`config.mk`:
```
export PLATFORM = sky130hd
export DESIGN_NAME = regfile_ctrl
export DESIGN_NICKNAME = d
export VERILOG_FILES = /design/src/rtl/regfile_ctrl_pkg.sv /design/src/rtl/regfile_ctrl.sv
export SDC_FILE = /design/constraint.sdc
export NUM_CORES = 1
export LEC_CHECK = 0
export CORE_MARGIN = 5
export CORE_UTILIZATION = 30
export DETAILED_ROUTE_END_ITERATION = 16
export PLACE_DENSITY_LB_ADDON = 0.25
export RECOVER_POWER = 25
export SYNTH_ARGS = -nofsm -noshare
export SYNTH_HDL_FRONTEND = slang
export SYNTH_SLANG_ARGS = --single-unit
```
`constraint.sdc`:
```
create_clock -name clk -period 2.9 [get_ports clk]
set_input_delay 0.58 -clock clk [delete_from_list [all_inputs] [get_ports clk]]
set_output_delay 0.58 -clock clk [all_outputs]
set_load 0.01 [all_outputs]
```
`src/rtl/regfile_ctrl_pkg.sv`:
```
// regfile_ctrl_pkg: default sizes, opcode and FSM state encodings shared by the controller and its bench
package regfile_ctrl_pkg;

    localparam int DEF_DATA_W   = 3;
    localparam int DEF_ADDR_W   = 3;
    localparam int DEF_NUM_REGS = 3;

    typedef enum logic [1:0] {
        OP_READ  = 2'd0,
        OP_WRITE = 2'd1,
        OP_COPY  = 2'd2,
        OP_INC   = 2'd3
    } op_e;

    typedef enum logic [2:0] {
        S_IDLE     = 3'd0,
        S_RD_ISSUE = 3'd1,
        S_RD_DATA  = 3'd2,
        S_WR       = 3'd3,
        S_RSP      = 3'd4
    } state_e;

    function automatic logic uses_b(input op_e op);
        return op == OP_READ || op == OP_COPY;
    endfunction

endpackage

```
`src/rtl/regfile_ctrl.sv`:
```
// regfile_ctrl: one-command-at-a-time initiator for a small register file with registered reads
module regfile_ctrl
    import regfile_ctrl_pkg::*;
#(
    parameter int DATA_W   = DEF_DATA_W,
    parameter int ADDR_W   = DEF_ADDR_W,
    parameter int NUM_REGS = DEF_NUM_REGS
) (
    input  logic              clk,
    input  logic              rst,
    input  logic              cmd_valid,
    output logic              cmd_ready,
    input  logic [1:0]        cmd_op,
    input  logic [ADDR_W-1:0] cmd_a,
    input  logic [ADDR_W-1:0] cmd_b,
    input  logic [DATA_W-1:0] cmd_data,
    output logic              rsp_valid,
    input  logic              rsp_ready,
    output logic [DATA_W-1:0] rsp_data1,
    output logic [DATA_W-1:0] rsp_data2,
    output logic              rsp_err,
    output logic              wr_en,
    output logic [ADDR_W-1:0] wr_reg,
    output logic [DATA_W-1:0] wr_data,
    output logic [ADDR_W-1:0] rd_reg1,
    output logic [ADDR_W-1:0] rd_reg2,
    input  logic [DATA_W-1:0] reg_data1,
    input  logic [DATA_W-1:0] reg_data2
);

    state_e            state;
    op_e               op_q;
    logic [ADDR_W-1:0] a_q;
    logic [ADDR_W-1:0] b_q;
    op_e               op_in;
    logic              bad;

    assign cmd_ready = state == S_IDLE;

    always_comb begin
        op_in = op_e'(cmd_op);
        bad   = cmd_a >= ADDR_W'(NUM_REGS) || (uses_b(op_in) && cmd_b >= ADDR_W'(NUM_REGS));
    end

    // Outputs are registered on the transition edge, so wr_en is high exactly while in S_WR.
    always_ff @(posedge clk) begin
        if (rst) begin
            state     <= S_IDLE;
            op_q      <= OP_READ;
            a_q       <= '0;
            b_q       <= '0;
            rsp_valid <= 1'b0;
            rsp_err   <= 1'b0;
            rsp_data1 <= '0;
            rsp_data2 <= '0;
            wr_en     <= 1'b0;
            wr_reg    <= '0;
            wr_data   <= '0;
            rd_reg1   <= '0;
            rd_reg2   <= '0;
        end else begin
            case (state)
                S_IDLE: if (cmd_valid) begin
                    op_q      <= op_in;
                    a_q       <= cmd_a;
                    b_q       <= cmd_b;
                    rsp_err   <= bad;
                    rsp_data1 <= '0;
                    rsp_data2 <= '0;
                    if (bad) begin
                        rsp_valid <= 1'b1;
                        state     <= S_RSP;
                    end else if (op_in == OP_WRITE) begin
                        wr_en   <= 1'b1;
                        wr_reg  <= cmd_a;
                        wr_data <= cmd_data;
                        state   <= S_WR;
                    end else begin
                        rd_reg1 <= cmd_a;
                        rd_reg2 <= op_in == OP_INC ? cmd_a : cmd_b;
                        state   <= S_RD_ISSUE;
                    end
                end
                S_RD_ISSUE: state <= S_RD_DATA;
                S_RD_DATA: if (op_q == OP_READ) begin
                    rsp_data1 <= reg_data1;
                    rsp_data2 <= reg_data2;
                    rsp_valid <= 1'b1;
                    state     <= S_RSP;
                end else begin
                    wr_en   <= 1'b1;
                    wr_reg  <= op_q == OP_COPY ? b_q : a_q;
                    wr_data <= op_q == OP_COPY ? reg_data1 : reg_data1 + DATA_W'(1);
                    state   <= S_WR;
                end
                S_WR: begin
                    wr_en     <= 1'b0;
                    rsp_data1 <= wr_data;
                    rsp_valid <= 1'b1;
                    state     <= S_RSP;
                end
                S_RSP: if (rsp_ready) begin
                    rsp_valid <= 1'b0;
                    state     <= S_IDLE;
                end
                default: state <= S_IDLE;
            endcase
        end
    end

endmodule
```
## Word level (Yosys, flattened, before mapping)

Index checks and enable logic that the tools add are counted.

- Memory bits (read-only): 0
- Latch bits: 0
- Bits of input ports: 21
- Memories kept: 0
- RAM bits: 0
- Register bits after elaboration: 32

- Equal/unequal tests: 15
- Mux-type cells: 34
- $lt $le $gt $ge: 2
- Bitwise gates (word level): 2
- Add/sub/neg operators: 1
- Shifts and indexed selects: 0
- $mul: 0
- Reduce and logical (&&, ||, !) cells: 17
- Div/mod/pow operators: 0

Operators by type and width:

| operator | number |
|---|---|
| two-way mux 3 bit | 18 |
| case mux 3 bit (2 select lines) | 3 |
| case mux 3 bit (5 select lines) | 1 |
| AND reduction 5 bit | 3 |
| inequality test 2 bit (second input constant) | 5 |
| case mux 3 bit (3 select lines) | 1 |
| two-way mux 1 bit | 8 |
| equality test 2 bit (second input constant) | 3 |
| equality test 3 x 2 -> 1 bit (second input constant) | 2 |
| >= comparator 3 x 2 -> 1 bit (second input constant) | 2 |
| AND reduction 3 bit | 2 |
| zero test 2 bit | 2 |
| inequality test 2 x 1 -> 1 bit (second input constant) | 2 |
| case mux 1 bit (4 select lines) | 1 |
| AND reduction 2 bit | 2 |
| AND reduction 4 bit | 1 |
| nonzero test 4 bit | 1 |
| adder 3 x 1 -> 3 bit (second input constant) | 1 |
| equality test 3 x 1 -> 1 bit (second input constant) | 1 |
| equality test 3 bit (second input constant) | 1 |
| zero test 3 bit | 1 |
| case mux 1 bit (3 select lines) | 1 |
| nonzero test 3 bit | 1 |
| equality test 2 x 1 -> 1 bit (second input constant) | 1 |
| other kinds (5) | 7 |

## Logic depth before layout (Yosys ltp)

- Depth in word-level cells: 7
- Gate-level depth with buffers: 6

## Worst setup path after synthesis

No wires, ideal clock.

- Kind: input to register
- Start: in cmd_valid
- End: reg rd_reg1[0]
- Cell stages on the path: 5
- Arrival time: 1750 ps
- Setup time: 128 ps
- Path slack: 1023 ps
- Buffers on the path: 1
- Path through: or4b_1 > buf_6 > a211oi_4 > mux2i_1 > nor2_1

- Cells in the longest elaborated chain, start to end: 1

Ends and longest elaborated chain:

| what | RTL line | RTL |
|---|---|---|
| start: declaration | regfile_ctrl.sv:11 | `input logic cmd_valid,` |
| AND reduction 4 bit (no line) | -- |  |
| end signal: assignment | regfile_ctrl.sv:79 | `rd_reg1 <= cmd_a;` |
| end: declaration | regfile_ctrl.sv:25 | `output logic [ADDR_W-1:0] rd_reg1,` |

Every way passes these cells.
A chain may end at the register's enable or synchronous reset.

## Final worst setup path

- Start: in cmd_valid
- End: reg rd_reg2[0]

- Cells in the longest elaborated chain, start to end: 1

Ends and longest elaborated chain:

| what | RTL line | RTL |
|---|---|---|
| AND reduction 4 bit (no line) | -- |  |
| end signal: assignment | regfile_ctrl.sv:80 | `rd_reg2 <= op_in == OP_INC ? cmd_a : cmd_b;` |
| end: declaration | regfile_ctrl.sv:26 | `output logic [ADDR_W-1:0] rd_reg2,` |

Every way passes these cells.

==> results.cfg <==
[place]
dp_hpwl_um = 2908
portBuffers = 42
placed_cells = 293
place_ws_ns = 0.4032
placed_cell_area_um2 = 2068
gp_congestion = 0.7859

[worst_hold_path]
hold_end = rsp_err
hold_depth = 2
hold_class = register to register
min_from = rsp_err

[yosys]
yosys-top-cells-area = dfxtp_1, a21oi_1, nand2_1, mux2i_1, nor2_1
ys_async_sr_fraction_pct = 0
synth_cells = 182
synth_top_cell_by_area = dfxtp_1
yosysSeqAreaShare_pct = 41.59
synth.most_common_cell = dfxtp_1
avgSynthCellArea_um2 = 8.463
synth_common_cells = dfxtp_1, nand2_1, a21oi_1
synth_top_cell_area_share_pct = 41.59
synth_seq_cells = 32
synth_edf_count = 0
yosys_warnings = 0
synth.distinct_cells = 40
synthFlopType = dfxtp_1
synth_area_um2 = 1540
synth.net_count = 204

[timing]
max_slew_margin_pct = 52.32
tns_ns = 0
clock.fmax_ghz = 0.4356
finalClockSkew_ns = 0.004676
finalHoldViolCount = 0
worst_slack_ns = 0.6045
maxSlewViolCount = 0
rsz0062_at_grt = no
fin_crit_sh_pct = 79.15
tightest_slew_ns = 0.7118
setup_violations = 0
fin_crit_ns = 2.295
timing.hold.ws_ns = 0.4540

[layout]
drive_above_1_share_pct = 9.524
nFillCells = 531
stdcell_count = 301
multiInputGateArea_um2 = 837.1
seq_area_um2 = 640.6
syn_to_final_growth_pct = 39.89
antenna_cells = 0
fin_area_um2 = 2155
final_util_pct = 42.73
nets = 252

[global_route]
grt.overflow.total = 0
grt_pass1_vias = 1449
grt_first_pass_wirelength_um = 6796
antenna_found_initial = 0
grt.total_usage_pct = 13.19
grt_max_degree = 33

[detailed_routing]
antenna_left = 0
drc_errors = 0
post_drt_wl_per_cell_um = 13.45
firstDrtPassIters = 4
drt_iter0_drc = 54
avgViaCountPerCell = 4.897
wl_um = 4048
num_vias = 1474

[clock_tree]
ctsHoldBuffers = 0
postCtsSetupBuffers = 0
cts_buffer_depth = 2
cts_tree = built
clk_latency_ns = 0.28
clkTransAtPathRegs_ns = 0.06
clock-sinks = 32
cts_buffers = 5
clockRootBuffer = clkbuf_8
cts_max_level = 2
ctsResizeCount = 0

[setup_path]
r2r-end = rd_reg2[0]
arrival_ns = 2.48
rrSetupSlack_ns = 0.95
cp-start-kind = input pin
cp-end-kind = register
worst-setup-path-type = input pin to register
crit_fanout = 7
worstPathRequired_ns = 3.09
r2r_cells = 4
r2r-start = state[1]

[power]
powerDensity_nw_per_um2 = 482.8
leakage_nw = 0.7685
finalPower_mw = 1.040
vdd_drop_max_uv = 223.8

[run]
drv_cap = 0

[die]
core-area_um2 = 5042
die_h_um = 81.65
die_w_um = 81.65
io_pins = 43
rows = 26
initial_core_util_pct = 30.55
die-area_um2 = 6667

[run_status]
status = finished clean
[report_power, final]
| part | leakage (nW) | switching, mW | internal, mW |
|---|---|---|---|
| sequential | 0.260 | 0.0175 | 0.463 |
| combinational | 0.463 | 0.111 | 0.100 |
| clock | 0.0455 | 0.155 | 0.193 |
[cells in the final DEF, fill, tap and decap left out, types with 3 or more instances in the layout]
cell type	n
inv_1	4
buf_4	8
nor2b_1	5
nand3_1	3
clkdlybuf4s50_1	31
nor2_1	18
nand4_1	3
dfxtp_1	32
nand2_1	25
clkbuf_8	6
a22oi_1	4
dlygate4sd3_1	11
a21oi_1	23
a2111o_1	4
a311oi_1	3
mux2i_1	7
o21ai_0	12
clkbuf_1	3
mux2_2	4
[per-layer routing]
| metal | vias to the layer above | global-route usage [%] | share of wire [%] |
|---|---|---|---|
| li1 | 756 | - | - |
| met1 | 676 | 17.77 | 51 |
| met2 | 37 | 19.14 | 40 |
| met3 | 5 | 4.167 | 7.7 |
| met4 | 0 | 5.980 | 1.5 |
| met5 | - | 0 | 0 |
[worst max-delay path, stage by stage]
cell,delay (ns)
dlygate4sd3_1,0.61
or4b_1,0.53
a211oi_4,0.42
nor2_1,0.07
a311oi_1,0.27
[cells by family (layout without fill, tap and decap cells)]
kind of cell               Yosys count  count (layout)  synth area share [%]
DFF                                 32              32                 41.59
AOI/OAI and AO/OA                   61              61                 26.57
xor gates and xnor gates             1               1                0.5687
muxes                               11              11                 7.474
adders and majority gates            1               1                0.8122
buffers and inverters               14              63                 4.061
and+or+nand+nor                     62              62                 18.93
[cell type report]
cell class | instances | share of cell area, %
clock buffers | 8 | 4.181
inverters | 4 | 0.6969
multi-input cells | 136 | 38.85
flip-flops and latches | 32 | 29.73
well taps | 70 | 4.065
repair buffers | 51 | 22.47
[worst max path at each step]
stage,start,endpoint
detailed placement,cmd_valid,rd_reg2[0]
floorplan,cmd_valid,rd_reg1[0]
global route,cmd_valid,rd_reg2[0]
CTS,state[2],cmd_ready
finish,cmd_valid,rd_reg2[0]
global placement,cmd_valid,rd_reg1[1]
Note: power is estimated with default switching activity, not from simulation.
